===== config.mk =====
export PLATFORM = sky130hd
export DESIGN_NAME = adc_sync_controller
export DESIGN_NICKNAME = d
export VERILOG_FILES = /design/src/rtl/adc_pkg.sv /design/src/rtl/pps_edge_detect.sv /design/src/rtl/adc_sync_controller.sv
export SDC_FILE = /design/constraint.sdc
export NUM_CORES = 1
export LEC_CHECK = 0
export CORE_MARGIN = 2
export CORE_UTILIZATION = 62
export DETAILED_ROUTE_END_ITERATION = 10
export PLACE_DENSITY = 0.86
export SLEW_MARGIN = 20
export SYNTH_ARGS = -nofsm -noshare
export SYNTH_HDL_FRONTEND = slang
export SYNTH_SLANG_ARGS = --single-unit

===== constraint.sdc =====
create_clock -name MCLK -period 4.2 [get_ports MCLK]
set_input_delay 0.84 -clock MCLK [delete_from_list [all_inputs] [get_ports MCLK]]
set_output_delay 0.84 -clock MCLK [all_outputs]
set_load 0.005 [all_outputs]

===== src/rtl/adc_pkg.sv =====
// Shared state encoding and default parameter values for the ADC sync controller.
package adc_pkg;

   typedef enum logic [2:0] {
      ST_IDLE     = 3'd0,
      ST_WAIT_PPS = 3'd1,
      ST_SYNC     = 3'd2,
      ST_SETTLE   = 3'd3,
      ST_RUN      = 3'd4
   } adc_state_e;

   localparam int DEF_SYNC_PULSE_CYCLES = 4;
   localparam int DEF_SETTLE_FRAMES     = 2;
   localparam int DEF_SAMPLES_PER_SEC   = 4000;
   localparam int DEF_PPS_TIMEOUT       = 8_600_000;

endpackage


===== src/rtl/pps_edge_detect.sv =====
// Two-flop synchronizer for the asynchronous GPS PPS input followed by a registered
// rising-edge detector; PPS_EDGE is a one-cycle pulse three MCLK edges after the input rises.
module pps_edge_detect (
   input  logic MCLK,
   input  logic nRST,
   input  logic PPS_IN,
   output logic PPS_EDGE
);

   logic [2:0] sync_q;
   logic       edge_q;

   always_ff @(posedge MCLK or negedge nRST) begin
      if (!nRST) begin
         sync_q <= 3'b000;
         edge_q <= 1'b0;
      end else begin
         sync_q <= {sync_q[1:0], PPS_IN};
         edge_q <= sync_q[1] & ~sync_q[2];
      end
   end

   assign PPS_EDGE = edge_q;

endmodule


===== src/rtl/adc_sync_controller.sv =====
// Aligns ADC conversions to GPS PPS: issues an nSYNC pulse, discards settling frames,
// then indexes frames within each second and watches for frame slips and PPS loss.
module adc_sync_controller
   import adc_pkg::*;
#(
   parameter int SYNC_PULSE_CYCLES = DEF_SYNC_PULSE_CYCLES,
   parameter int SETTLE_FRAMES     = DEF_SETTLE_FRAMES,
   parameter int SAMPLES_PER_SEC   = DEF_SAMPLES_PER_SEC,
   parameter int PPS_TIMEOUT       = DEF_PPS_TIMEOUT
) (
   input  logic        MCLK,
   input  logic        nRST,
   input  logic        ENABLE,
   input  logic        PPS_IN,
   input  logic        DATA_READY_IN,
   output logic        nSYNC_OUT,
   output logic        SAMPLE_VALID,
   output logic [15:0] SAMPLE_INDEX,
   output logic [31:0] SECOND_COUNT,
   output logic        LOCKED,
   output logic        PPS_LOST,
   output logic        SLIP,
   output adc_state_e  state_dbg_o
);

   localparam logic [7:0]  PULSE_LAST  = 8'(SYNC_PULSE_CYCLES - 1);
   localparam logic [3:0]  SETTLE_LAST = 4'(SETTLE_FRAMES - 1);
   localparam logic [15:0] SPS         = 16'(SAMPLES_PER_SEC);
   localparam logic [15:0] SPS_LAST    = 16'(SAMPLES_PER_SEC - 1);
   localparam logic [23:0] TIMEOUT     = 24'(PPS_TIMEOUT);

   logic        pps_edge;
   adc_state_e  state_q, state_d;
   logic [7:0]  pulse_cnt_q, pulse_cnt_d;
   logic [3:0]  settle_cnt_q, settle_cnt_d;
   logic [15:0] frame_cnt_q, frame_cnt_d;
   logic [31:0] sec_cnt_q, sec_cnt_d;
   logic [23:0] to_cnt_q, to_cnt_d;
   logic        first_pps_q, first_pps_d;
   logic        lost_q, lost_d;
   logic        slip_q, slip_d;
   logic        valid_q, valid_d;
   logic [15:0] index_q, index_d;
   logic [15:0] frame_inc;
   logic        run_entry;

   pps_edge_detect u_pps_edge (
      .MCLK     (MCLK),
      .nRST     (nRST),
      .PPS_IN   (PPS_IN),
      .PPS_EDGE (pps_edge)
   );

   assign frame_inc = (frame_cnt_q == 16'hFFFF) ? frame_cnt_q : frame_cnt_q + 16'd1;

   always_comb begin
      state_d      = state_q;
      pulse_cnt_d  = pulse_cnt_q;
      settle_cnt_d = settle_cnt_q;
      frame_cnt_d  = frame_cnt_q;
      sec_cnt_d    = sec_cnt_q;
      first_pps_d  = first_pps_q;
      slip_d       = slip_q;
      valid_d      = 1'b0;
      index_d      = index_q;
      to_cnt_d     = to_cnt_q;
      lost_d       = lost_q;
      run_entry    = 1'b0;

      // PPS watchdog runs in every active state; any PPS edge clears a pending loss.
      if (pps_edge) begin
         to_cnt_d = '0;
      end else if (to_cnt_q != TIMEOUT) begin
         to_cnt_d = to_cnt_q + 24'd1;
      end
      lost_d = pps_edge ? 1'b0 : (lost_q || (to_cnt_d == TIMEOUT));

      unique case (state_q)
         ST_IDLE: begin
            to_cnt_d = '0;
            lost_d   = 1'b0;
            if (ENABLE) state_d = ST_WAIT_PPS;
         end
         ST_WAIT_PPS: begin
            if (pps_edge) begin
               state_d     = ST_SYNC;
               pulse_cnt_d = '0;
            end
         end
         ST_SYNC: begin
            if (pulse_cnt_q == PULSE_LAST) begin
               if (SETTLE_FRAMES == 0) begin
                  run_entry = 1'b1;
               end else begin
                  state_d      = ST_SETTLE;
                  settle_cnt_d = '0;
               end
            end else begin
               pulse_cnt_d = pulse_cnt_q + 8'd1;
            end
         end
         ST_SETTLE: begin
            if (DATA_READY_IN) begin
               if (settle_cnt_q == SETTLE_LAST) run_entry = 1'b1;
               else settle_cnt_d = settle_cnt_q + 4'd1;
            end
         end
         ST_RUN: begin
            // SAMPLE_VALID is a one-cycle strobe with no backpressure; SAMPLE_INDEX holds until the next strobe.
            if (DATA_READY_IN) begin
               valid_d = 1'b1;
               index_d = pps_edge ? 16'd0 : frame_cnt_q;
            end
            if (pps_edge) begin
               if (lost_q) begin
                  state_d     = ST_SYNC;
                  pulse_cnt_d = '0;
               end else if (first_pps_q || (frame_cnt_q == SPS)) begin
                  // A strobe coinciding with the edge is frame 0 of the new second.
                  first_pps_d = 1'b0;
                  frame_cnt_d = DATA_READY_IN ? 16'd1 : 16'd0;
                  if (!first_pps_q) sec_cnt_d = sec_cnt_q + 32'd1;
               end else begin
                  slip_d      = 1'b1;
                  state_d     = ST_SYNC;
                  pulse_cnt_d = '0;
               end
            end else if (DATA_READY_IN) begin
               if (lost_q && (frame_cnt_q >= SPS_LAST)) begin
                  frame_cnt_d = '0;
                  sec_cnt_d   = sec_cnt_q + 32'd1;
               end else begin
                  frame_cnt_d = frame_inc;
               end
            end
         end
         default: state_d = ST_IDLE;
      endcase

      if (run_entry) begin
         state_d     = ST_RUN;
         frame_cnt_d = '0;
         sec_cnt_d   = '0;
         first_pps_d = 1'b1;
      end

      if (!ENABLE) begin
         state_d      = ST_IDLE;
         pulse_cnt_d  = '0;
         settle_cnt_d = '0;
         frame_cnt_d  = '0;
         sec_cnt_d    = '0;
         first_pps_d  = 1'b0;
         slip_d       = 1'b0;
         valid_d      = 1'b0;
         index_d      = '0;
         to_cnt_d     = '0;
         lost_d       = 1'b0;
      end
   end

   always_ff @(posedge MCLK or negedge nRST) begin
      if (!nRST) begin
         state_q      <= ST_IDLE;
         pulse_cnt_q  <= '0;
         settle_cnt_q <= '0;
         frame_cnt_q  <= '0;
         sec_cnt_q    <= '0;
         to_cnt_q     <= '0;
         first_pps_q  <= 1'b0;
         lost_q       <= 1'b0;
         slip_q       <= 1'b0;
         valid_q      <= 1'b0;
         index_q      <= '0;
      end else begin
         state_q      <= state_d;
         pulse_cnt_q  <= pulse_cnt_d;
         settle_cnt_q <= settle_cnt_d;
         frame_cnt_q  <= frame_cnt_d;
         sec_cnt_q    <= sec_cnt_d;
         to_cnt_q     <= to_cnt_d;
         first_pps_q  <= first_pps_d;
         lost_q       <= lost_d;
         slip_q       <= slip_d;
         valid_q      <= valid_d;
         index_q      <= index_d;
      end
   end

   // Decoded from the state register so an asynchronous reset releases it at once.
   assign nSYNC_OUT    = (state_q != ST_SYNC);
   assign SAMPLE_VALID = valid_q;
   assign SAMPLE_INDEX = index_q;
   assign SECOND_COUNT = sec_cnt_q;
   assign LOCKED       = (state_q == ST_RUN) && !lost_q;
   assign PPS_LOST     = lost_q;
   assign SLIP         = slip_q;
   assign state_dbg_o  = state_q;

endmodule


### After elaboration in Yosys (flattened, before gate mapping)

Index checks and enable logic that the tools add are counted.

| cells by class | value |
|---|---|
| $add $sub $neg | 5 |
| order comparisons | 1 |
| eq/ne operators | 40 |
| mux-type cells | 67 |
| bitwise logic cells | 2 |
| reductions and logical operators | 14 |

Operator list:

| kind | number |
|---|---|
| $mux 32 | 9 |
| $mux 16 | 13 |
| $mux 24 | 4 |
| $mux 8 | 6 |
| $add 32x1->32 const B | 1 |
| $add 24x1->24 const B | 1 |
| $eq 24x24->1 const B | 1 |
| $ne 24x24->1 const B | 1 |
| $pmux 8 s3 | 1 |
| $mux 1 | 21 |
| $mux 3 | 7 |
| $ne 4x4->1 const B | 5 |
| $add 16x1->16 const B | 1 |
| $eq 16x12->1 const B | 1 |
| $eq 16x16->1 const B | 1 |
| $ge 16x12->1 const B | 1 |
| $mux 4 | 4 |
| $ne 3x3->1 const B | 5 |
| $pmux 3 s5 | 1 |
| $reduce_and 5->1 | 3 |
| $ne 3x1->1 const B | 4 |
| $ne 3x2->1 const B | 4 |
| $ne 4x1->1 const B | 3 |
| $reduce_and 4->1 | 3 |
| other kinds (21) | 28 |

| word-level totals | value |
|---|---|
| bits in registers | 111 |
| input bits | 5 |
| output and inout port bits | 56 |
| logic and storage cells | 142 |

### Depth between registers and ports, before layout

Gate-level depths: netlist (run 1).

| logic depth | value |
|---|---|
| depth in word-level cells | 8 |
| depth in mapped cells | 10 |
| gate-level depth less buffers | 9 |

### Modules after synthesis

Synthesis (run 1) repeated with hierarchy kept, for this count alone.

| second synthesis, totals | value |
|---|---|
| cells, all modules | 608 |
| area total of the unflattened synthesis | 5765.5 sq um |

Modules (own cells, without submodules):

| module | instances | cells each | area an instance (sq um) | sequential area each (sq um) |
|---|---|---|---|---|
| adc_sync_controller | 1 | 603 | 5651.7 | 2677.6 |
| pps_edge_detect | 1 | 5 | 113.9 | 100.1 |

### Least setup slack after synthesis (run 1)

No wires, ideal clock.

| timing | value |
|---|---|
| path kind | input to register |
| start point | input DATA_READY_IN |
| end point | register sec_cnt_q[27] (netlist: SECOND_COUNT[27]) |
| setup time | 0.078 ns |
| data arrival time | 2.446 ns |
| required time | 4.122 ns |
| slack | 1.676 ns |
| cell stages on the path | 9 |
| buffers on the path | 2 |
| cells stage by stage | buf_2 inv_1 o311ai_4 o21bai_2 and4_1 buf_6 nand3_2 or3_1 a21oi_1 |

| on the way | value |
|---|---|
| word-level cells in the longest chain between the ends | 4 |
| elaborated cells between the ends (all ways) | 11 |
| classes of those cells | eq/ne: 6; mux: 4; reduce/logical: 1 |

Ends and longest elaborated chain:

| item | line | source |
|---|---|---|
| start: declaration | adc_sync_controller.sv:15 | `input logic DATA_READY_IN,` |
| $mux 1 | adc_sync_controller.sv:103 | `if (DATA_READY_IN) begin` |
| $mux 1 | adc_sync_controller.sv:78 | `unique case (state_q)` |
| $ne 4x1->1 (no source line) (tied with other cells) | -- |  |
| $reduce_and 6->1 (no source line) or $mux 32 (tied branches) | -- |  |
| end signal: assignment | adc_sync_controller.sv:180 | `sec_cnt_q <= sec_cnt_d;` |
| end: declaration | adc_sync_controller.sv:37 | `logic [31:0] sec_cnt_q, sec_cnt_d;` |

Several ways; a longest one is shown, not always the timed one.
A chain may end at the register's enable or synchronous reset.

### Worst setup path in the final report (run 1)

Ends and elaborated chain as after synthesis.

==> run_results.csv, run 1 <==
group,metric,value,unit
pwr,leakagePower,2.839,nW
final_layout,final_nets,700,
sta,setup_ws,1.112,ns
worst_setup_path,endpoint,"SECOND_COUNT[27]",
logic_synthesis,synth_area,5958,um2
clocking,cts_tree,"done",
drt,firstDrtPassIters,5,
logic_synthesis,yosys_warnings,0,
drt,ant_nets,0,
floorplanning,rows,35,
pwr,power_density,305.5,nW/um2
job,maxCapViolations,0,
placement,place_congestion,0.8947,
logic_synthesis,yosys.area.top_type,"dfrtp_1",
floorplanning,die_area,10410,um2
worst_hold_path,hold_path_class,"reg -> reg",
worst_setup_path,r2r_cells,7,
worst_setup_path,r2r-end,"SECOND_COUNT[27]",
logic_synthesis,syn_inst,642,
worst_setup_path,rrSetupSlack,1.40,ns
global_routing,antenna_found_initial,0,
sta,final-hold-violation-count,0,
logic_synthesis,ys.flop_type,"dfrtp_1",
global_routing,first_global_vias,4666,
placement,hpwl,9521,um
sta,timing.final.crit_period,3.088,ns
drt,drt_iter0_markers,298,
floorplanning,die_width,102.0,um
final_layout,layout-drive-gt1-share,6.512,%
logic_synthesis,synth.top_cell.area_share,46.62,%
worst_setup_path,worstPathMaxFanout,10,
global_routing,grt_util_all_layers,27.08,%
sta,final.setup.tns,0,ns
logic_synthesis,syn_avg_cell_area,9.281,um2
clocking,post_cts_buffers,0,
placement,dpl_worst_slack,0.7655,ns
sta,skew,0.009761,ns
clocking,cts.sinks,111,
logic_synthesis,synth_cell_type_count,68,
floorplanning,die_h,102.0,um
pwr,power,2.067,mW
clocking,cts.htree.levels,3,
drt,wl,13340,um
status,status,"finished, final reports clean",
logic_synthesis,ys_async_sr_fraction,100.0,%
clocking,clockBufferDepth,2,
sta,fin_crit_sh,73.54,%
logic_synthesis,ys_ff_latch,111,
global_routing,overflow,0,
worst_setup_path,critPathLaunch,"DATA_READY_IN",
final_layout,antenna_cells,0,
worst_setup_path,worstPathRequired,4.48,ns
sta,relSlewSlack,34.22,%
clocking,cts_resized,0,
drt,vias_per_cell,6.017,
floorplanning,coreArea,9284,um2
logic_synthesis,synth.area.top_cells,"dfrtp_1, xor2_1, nor2_1, nand2_1, nand3_1",
sta,fmax,323.8,MHz
final_layout,areaGrowthSynthToFinish,13.59,%
sta,setup_viol,0,
global_routing,grt_util_met2,43.72,%
clocking,cts-root-buf,"clkbuf_8",
pwr,peakVddDrop,302.9,uV
worst_setup_path,critPathLaunchType,"input port",
worst_setup_path,crit_arrival,3.37,ns
placement,portBuffers,60,
drt,remaining_drc_errors,0,
clocking,insertion_delay,0.38,ns
worst_hold_path,whs_path_depth,0,
floorplanning,ioPinCount,61,
final_layout,layout_common_cells,"dfrtp_1, nor2_1, nand2_1",
logic_synthesis,synth_edf_count,0,
clocking,cts_hold_buf,0,
clocking,cts_buffers,9,
logic_synthesis,synth_seq_area_share,46.62,%
clocking,clkTransAtPathRegs,0.10,ns
global_routing,met3_usage,6.224,%
worst_setup_path,path_class,"in -> reg",
global_routing,gr-max-usage-layer,"met2",
sta,maxSlewViolCount,0,
drt,via_count,4934,
global_routing,gr-usage-met1,36.83,%
final_layout,final_common_cell,"dfrtp_1",
global_routing,grt_pass1_wl,22290,um
logic_synthesis,synth_nets,655,
sta,worstMarginPinSlew,0.9844,ns
drt,wl_per_cell,16.27,um
global_routing,grt_max_degree,70,
floorplanning,start_util,64.18,%
worst_setup_path,r2r_start,"u_pps_edge.PPS_EDGE",
worst_setup_path,end_kind,"flip-flop",
sta,grt_setup_unrepaired,"no",
[worst max-delay path, stage by stage]
cell and delay, ns:
clkdlybuf4s50_1 0.66, inv_1 0.17, o311ai_4 0.36, o21bai_2 0.20
and4_1 0.48, nand3_2 0.16, or3_1 0.35, a21oi_1 0.15
[cells in the mapped netlist (3+ instances only)]
master / n
clkbuf_1: 14
a31oi_1: 6
buf_4: 3
or3_1: 6
nor3_1: 11
buf_6: 3
nor2_1: 83
and3_1: 20
o21ai_0: 32
inv_1: 16
nand2_1: 69
nor4b_1: 3
o31ai_1: 5
nand2b_1: 4
and2_1: 4
ha_1: 8
nand3_1: 42
dfrtp_1: 111
o21a_1: 3
buf_2: 12
xnor2_1: 16
a21oi_1: 17
and4_1: 6
nor2b_1: 8
nand4_1: 32
nor4_1: 5
a21o_1: 3
xor2_1: 49
nor3b_1: 4
[report_power, final]
part	internal [mW]	leakage [nW]	switching, mW	total [mW]
logic	0.131	1.22	0.194	0.326
clock network	0.217	0.0870	0.363	0.580
registers	1.10	1.54	0.0655	1.16
total	1.44	2.84	0.623	2.07
[routing by layer]
layer	routed length [um]	part of all wire (%)
met5	0	0
met4	218	1.6
met3	733	5.5
met2	6584	49
met1	5807	44
[worst min-delay path by stage]
stage / endpoint / slack (ns) / start
6_report: u_pps_edge.sync_q[1] / 0.37 / u_pps_edge.sync_q[0]
4_1_cts: u_pps_edge.sync_q[1] / 0.37 / u_pps_edge.sync_q[0]
5_1_grt: u_pps_edge.sync_q[1] / 0.38 / u_pps_edge.sync_q[0]
3_3_place_gp: u_pps_edge.sync_q[1] / 0.35 / u_pps_edge.sync_q[0]
3_5_place_dp: u_pps_edge.sync_q[1] / 0.34 / u_pps_edge.sync_q[0]
2_1_floorplan: u_pps_edge.sync_q[1] / 0.33 / u_pps_edge.sync_q[0]
[per-stage QoR]
stage               area, um2  utilization, %  instances  hold slack [ns]
floorplan                5958               -        642           0.3312
global route             6768           72.90        820           0.3839
finish                   6768           72.90        820           0.3699
global placement         6598           71.06        805           0.3487
CTS                      6768           72.90        820           0.3714
detailed placement       6598           71.06        805           0.3378
[flip-flops by register name (all words and copies together) (netlist names), 3 cells and up]
name and flops:
SECOND_COUNT 32, to_cnt_q 24, SAMPLE_INDEX 16, frame_cnt_q 16
pulse_cnt_q 8, settle_cnt_q 4, state_dbg_o 3, u_pps_edge.sync_q 3
[cell families (layout without fill, tap and decap cells)]
| logic type | after synthesis | in the layout | share of synthesized area, % |
|---|---|---|---|
| fa+ha+maj | 8 | 8 | 1.680 |
| flops | 111 | 111 | 46.62 |
| compound gates | 85 | 85 | 9.303 |
| simple gates | 322 | 322 | 28.60 |
| buf+inv | 49 | 98 | 3.906 |
| mux | 2 | 2 | 0.3360 |
| xor+xnor | 65 | 65 | 9.555 |
[cell type report]
cell class	instances	area, um2
multi-input cells	482	2952
flip-flops and latches	111	2778
fillers	722	2516
repair buffers	66	643.1
well taps	129	161.4
clock buffers	9	123.9
inverters	17	63.81
clock inverters	6	46.29
No activity file was read; power rests on OpenSTA's default activity.
==> run 2, diff against run 1 <==
CORE_UTILIZATION = 52   (was 62)
PLACE_DENSITY = 0.77   (was 0.86)
clock period = 2.71 ns   (was 4.2 ns; I/O delays follow)
==> run_results.csv, run 2 (synthesized netlist as in run 1, its figures left out) <==
group,metric,value,unit
status,status,"finished, final reports clean",
sta,fmax,400.7,MHz
floorplanning,die_h,111.0,um
pwr,peakVddDrop,481.9,uV
global_routing,grt_max_degree,57,
clocking,cts.sinks,111,
sta,final.setup.tns,0,ns
sta,maxSlewViolCount,0,
worst_setup_path,crit_arrival,2.76,ns
clocking,cts-root-buf,"clkbuf_16",
drt,firstDrtPassIters,5,
clocking,insertion_delay,0.36,ns
floorplanning,coreArea,11320,um2
worst_setup_path,slowest_delay,0.45,ns
worst_setup_path,critPathLaunchType,"flip-flop",
pwr,power,3.737,mW
clocking,cts_buffers,9,
pwr,clockPowerShare,37.1,%
sta,worstMarginPinSlew,0.7217,ns
global_routing,antenna_found_initial,0,
sta,relSlewSlack,51.88,%
worst_setup_path,worstPathRequired,2.98,ns
clocking,clkTransAtPathRegs,0.07,ns
drt,ant_nets,0,
final_layout,layout-drive-gt1-share,9.777,%
pwr,leakagePower,3.038,nW
drt,vias_per_cell,5.679,
worst_setup_path,r2r-end,"PPS_LOST",
clocking,post_cts_buffers,0,
worst_setup_path,worst_path_max_delay_cell,"dfrtp_1",
sta,grt_setup_unrepaired,"no",
drt,wl,12940,um
sta,final-hold-violation-count,0,
pwr,p_switching,1.013,mW
placement,portBuffers,60,
floorplanning,rows,39,
clocking,cts_tree,"done",
global_routing,grt_util_all_layers,22.19,%
global_routing,grt_pass1_wl,22710,um
sta,skew,0.009214,ns
pwr,seqPwrFrac,47.3,%
floorplanning,die_width,111.0,um
worst_setup_path,worstPathMaxFanout,6,
pwr,power_density,523.7,nW/um2
pwr,sw_frac_of_total,27.11,%
worst_hold_path,hold_path_class,"in -> async",
drt,remaining_drc_errors,0,
drt,via_count,4878,
worst_setup_path,r2r_start,"to_cnt_q[0]",
drt,drt_iter0_markers,395,
clocking,cts.htree.levels,3,
final_layout,layout_common_cells,"dfrtp_1, nor2_1, nand2_1",
worst_setup_path,end_kind,"flip-flop",
sta,fin_crit_sh,92.10,%
clocking,cts_resized,0,
final_layout,final_nets,724,
clocking,cts_hold_buf,0,
placement,place_congestion,0.9697,
final_layout,areaGrowthSynthToFinish,19.78,%
floorplanning,ioPinCount,61,
job,maxCapViolations,0,
pwr,p_int,2.724,mW
placement,placed_area,6820,um2
drt,wl_per_cell,15.06,um
global_routing,first_global_vias,4771,
worst_setup_path,cp_cell_sequence,"ha_1 > buf_4 > nand3_1 > xor2_1 > o2111ai_1 > a2111oi_2 > nand3b_1 > or4_1 > o31ai_1",
sta,timing.final.crit_period,2.496,ns
final_layout,stdcell_area,7137,um2
floorplanning,start_util,52.63,%
global_routing,overflow,0,
final_layout,final_common_cell,"dfrtp_1",
final_layout,antenna_cells,0,
pwr,power_frac_comb,15.7,%
worst_setup_path,rrSetupSlack,0.21,ns
placement,hpwl,9386,um
worst_setup_path,path_class,"reg -> reg",
floorplanning,die_area,12330,um2
sta,setup_viol,0,
clocking,clockBufferDepth,2,
worst_setup_path,r2r_cells,9,
final_layout,largest_reg_flops,32,
-- run 2: changes by cell type in the layout (fill, tap and decap cells not counted), sizes merged --
| cell | previous run | this run |
|---|---|---|
| inv | 17 | 18 |
| clkinv | 5 | 3 |
| buf | 7 | 31 |
| clkbuf | 9 | 11 |
| bufinv | 0 | 1 |
| clkinvlp | 1 | 0 |
-- run 2: power by group through the flow --
stage                     Sequential (mW)  Combinational [mW]  Clock (mW)
after floorplan                      1.78               0.366           0
after global placement               1.79               0.578           0
after detailed placement             1.80               0.587           0
after CTS                            1.77               0.592        1.42
after global routing                 1.77               0.659        1.49
final                                1.77               0.586        1.39
-- run 2: per-layer routing --
metal / vias up / share of wire [%] / global-route usage, %
met5: - / 0 / 0
met4: 0 / 1.3 / 5.926
met3: 18 / 5.5 / 5.686
met2: 135 / 48 / 35.87
met1: 2346 / 46 / 30.08
li1: 2379 / - / -
-- run 2: worst max-delay path by stage --
stage / startpoint / slack, ns / end / cells past startpoint
after floorplan: to_cnt_q[0] / 0.47 / PPS_LOST / 8
after global placement: DATA_READY_IN / 0.14 / SECOND_COUNT[27] / 8
after detailed placement: DATA_READY_IN / 0.1 / SECOND_COUNT[12] / 8
after CTS: to_cnt_q[0] / 0.23 / PPS_LOST / 9
after global routing: settle_cnt_q[1] / 0.04 / SECOND_COUNT[12] / 9
final: to_cnt_q[0] / 0.21 / PPS_LOST / 9
-- run 2: metrics by stage --
step	utilization (%)	hold WS (ns)	cells	setup WS [ns]
after floorplan	-	0.2464	642	0.4708
after global placement	60.25	0.3353	843	0.1434
after detailed placement	60.25	0.3590	843	0.09555
after CTS	63.04	0.2569	859	0.2263
after global routing	63.04	0.2964	859	0.04364
final	63.04	0.2359	859	0.2141
-- run 2: cell type report --
class                      count  area [um2]
inverter                      17       63.81
sequential                   111        2778
fill                         956        4184
clock inverter                 5       63.81
tap                          143       178.9
clock buffer                  11       252.7
timing repair buffer          90       848.3
multi-input combinational    482        2952
-- run 2: critical path, delay by kind of cell, from the launching register on --
family / cells / cell delay, ns
AOI/OAI and AO/OA: 3 / 0.75
xor gates and xnor gates: 1 / 0.21
adders and majority gates: 1 / 0.24
buffers and inverters: 1 / 0.15
DFF: 1 / 0.45
and+or+nand+nor: 3 / 0.61
==> run 3, diff against run 2 <==
HOLD_SLACK_MARGIN = 0.02   (was default)
SETUP_SLACK_MARGIN = 0.3   (was default)
==> run_results.csv, run 3 (synthesized netlist as in run 1, its figures left out) <==
group,metric,value,unit
global_routing,first_global_vias,4771,
floorplanning,coreArea,11320,um2
drt,drt_iter0_markers,336,
clocking,cts_buffers,9,
final_layout,final_common_cell,"dfrtp_1",
floorplanning,die_h,111.0,um
clocking,cts.sinks,111,
worst_setup_path,r2r-end,"PPS_LOST",
pwr,power_frac_comb,16.1,%
sta,timing.final.crit_period,2.362,ns
global_routing,grt_util_all_layers,22.22,%
final_layout,stdcell_area,7278,um2
worst_setup_path,critPathLaunch,"to_cnt_q[0]",
clocking,cts_tree,"done",
final_layout,antenna_cells,0,
global_routing,grt_max_degree,57,
clocking,clkTransAtPathRegs,0.07,ns
clocking,cts.htree.levels,3,
sta,setup_viol,0,
drt,vias_per_cell,5.662,
sta,final-hold-violation-count,0,
pwr,clockPowerShare,36.9,%
floorplanning,rows,39,
worst_setup_path,worstPathRequired,2.98,ns
pwr,sw_frac_of_total,27.21,%
floorplanning,die_area,12330,um2
drt,met3_length,745,um
sta,skew,0.007715,ns
drt,wl_per_cell,15.24,um
worst_setup_path,critPathLaunchType,"flip-flop",
placement,placed_area,6820,um2
pwr,power,3.768,mW
worst_setup_path,crit_arrival,2.63,ns
global_routing,grt_pass1_wl,22730,um
drt,dr.max_layer_used,"met4",
sta,maxSlewViolCount,0,
final_layout,layout_common_cells,"dfrtp_1, nor2_1, nand2_1",
worst_setup_path,path_class,"reg -> reg",
global_routing,antenna_found_initial,0,
pwr,p_int,2.743,mW
drt,wl,13200,um
worst_setup_path,r2r_start,"to_cnt_q[0]",
pwr,seqPwrFrac,46.9,%
clocking,cts_hold_buf,0,
sta,fin_crit_sh,87.16,%
pwr,power_density,517.8,nW/um2
pwr,p_switching,1.025,mW
drt,firstDrtPassIters,5,
sta,hold_slack,0.2334,ns
sta,setup_ws,0.3480,ns
floorplanning,start_util,52.63,%
sta,final.setup.tns,0,ns
clocking,cts-root-buf,"clkbuf_16",
drt,remaining_drc_errors,0,
sta,fmax,423.4,MHz
floorplanning,ioPinCount,61,
final_layout,largest_reg_flops,32,
final_layout,final_nets,731,
final_layout,areaGrowthSynthToFinish,22.15,%
drt,via_count,4903,
sta,grt_setup_unrepaired,"yes",
pwr,leakagePower,3.066,nW
final_layout,layout-drive-gt1-share,13.14,%
pwr,peakVddDrop,485.8,uV
drt,wl_met1,5991,um
job,maxCapViolations,0,
placement,place_congestion,0.9697,
worst_hold_path,hold_path_class,"in -> async",
status,status,"finished, final reports clean",
worst_setup_path,end_kind,"flip-flop",
worst_setup_path,rrSetupSlack,0.35,ns
worst_setup_path,r2r_cells,9,
sta,worstMarginPinSlew,0.7221,ns
drt,wl_met2,6287,um
clocking,insertion_delay,0.36,ns
worst_setup_path,worstPathMaxFanout,6,
drt,ant_nets,0,
placement,portBuffers,60,
clocking,clockBufferDepth,2,
placement,hpwl,9386,um
placement,dpl_worst_slack,0.09555,ns
sta,relSlewSlack,51.86,%
floorplanning,die_width,111.0,um
worst_setup_path,endpoint,"PPS_LOST",
global_routing,overflow,0,
run 3: what timing repair did:
| item | CTS | global route |
|---|---|---|
| setup buffers | 1 | 6 |
| gates resized for setup | 4 | 18 |
| pin swaps | 2 | 8 |
| setup endpoints to repair | 6 | 24 |
run 3: layer usage:
layer	vias up	global-route usage [%]
met5	-	0
met2	142	35.95
met3	20	5.686
met1	2354	30.08
li1	2387	-
met4	0	5.926
run 3: power by group through the flow:
stage / Sequential (mW) / Combinational [mW] / Clock [mW]
finish: 1.77 / 0.608 / 1.39
CTS: 1.77 / 0.594 / 1.42
global route: 1.78 / 0.682 / 1.49
global placement: 1.79 / 0.578 / 0
detailed placement: 1.80 / 0.587 / 0
floorplan: 1.78 / 0.366 / 0
run 3: final cells by class:
type	count	area, um2
tap	143	178.9
inverter	17	63.81
clock buffer	11	252.7
fill	934	4043
timing repair buffer	97	900.9
sequential	111	2783
multi-input combinational	482	3035
clock inverter	5	63.81
run 3: worst min-delay path by stage:
stage | start | endpoint | slack, ns | cells after the start
2_1_floorplan | nRST | PPS_LOST | 0.25 | 0
3_3_place_gp | u_pps_edge.sync_q[0] | u_pps_edge.sync_q[1] | 0.34 | 0
3_5_place_dp | u_pps_edge.sync_q[0] | u_pps_edge.sync_q[1] | 0.36 | 0
4_1_cts | nRST | SLIP | 0.26 | 1
5_1_grt | nRST | u_pps_edge.sync_q[0] | 0.30 | 1
6_report | nRST | u_pps_edge.sync_q[0] | 0.23 | 1
run 3: worst max-delay path, cell delays in order, from the launching register on:
cell       delay [ns]
dfrtp_2          0.45
ha_2             0.20
buf_4            0.15
nand3_2          0.09
xor2_2           0.17
o2111ai_2        0.18
a2111oi_4        0.33
nand3b_1         0.12
or4_1            0.40
o31ai_1          0.19
run 3: stage by stage:
stage / instances / utilization [%]
after floorplan: 642 / -
after global placement: 843 / 60.25
after detailed placement: 843 / 60.25
after CTS: 860 / 63.20
after global routing: 866 / 64.29
final: 866 / 64.29
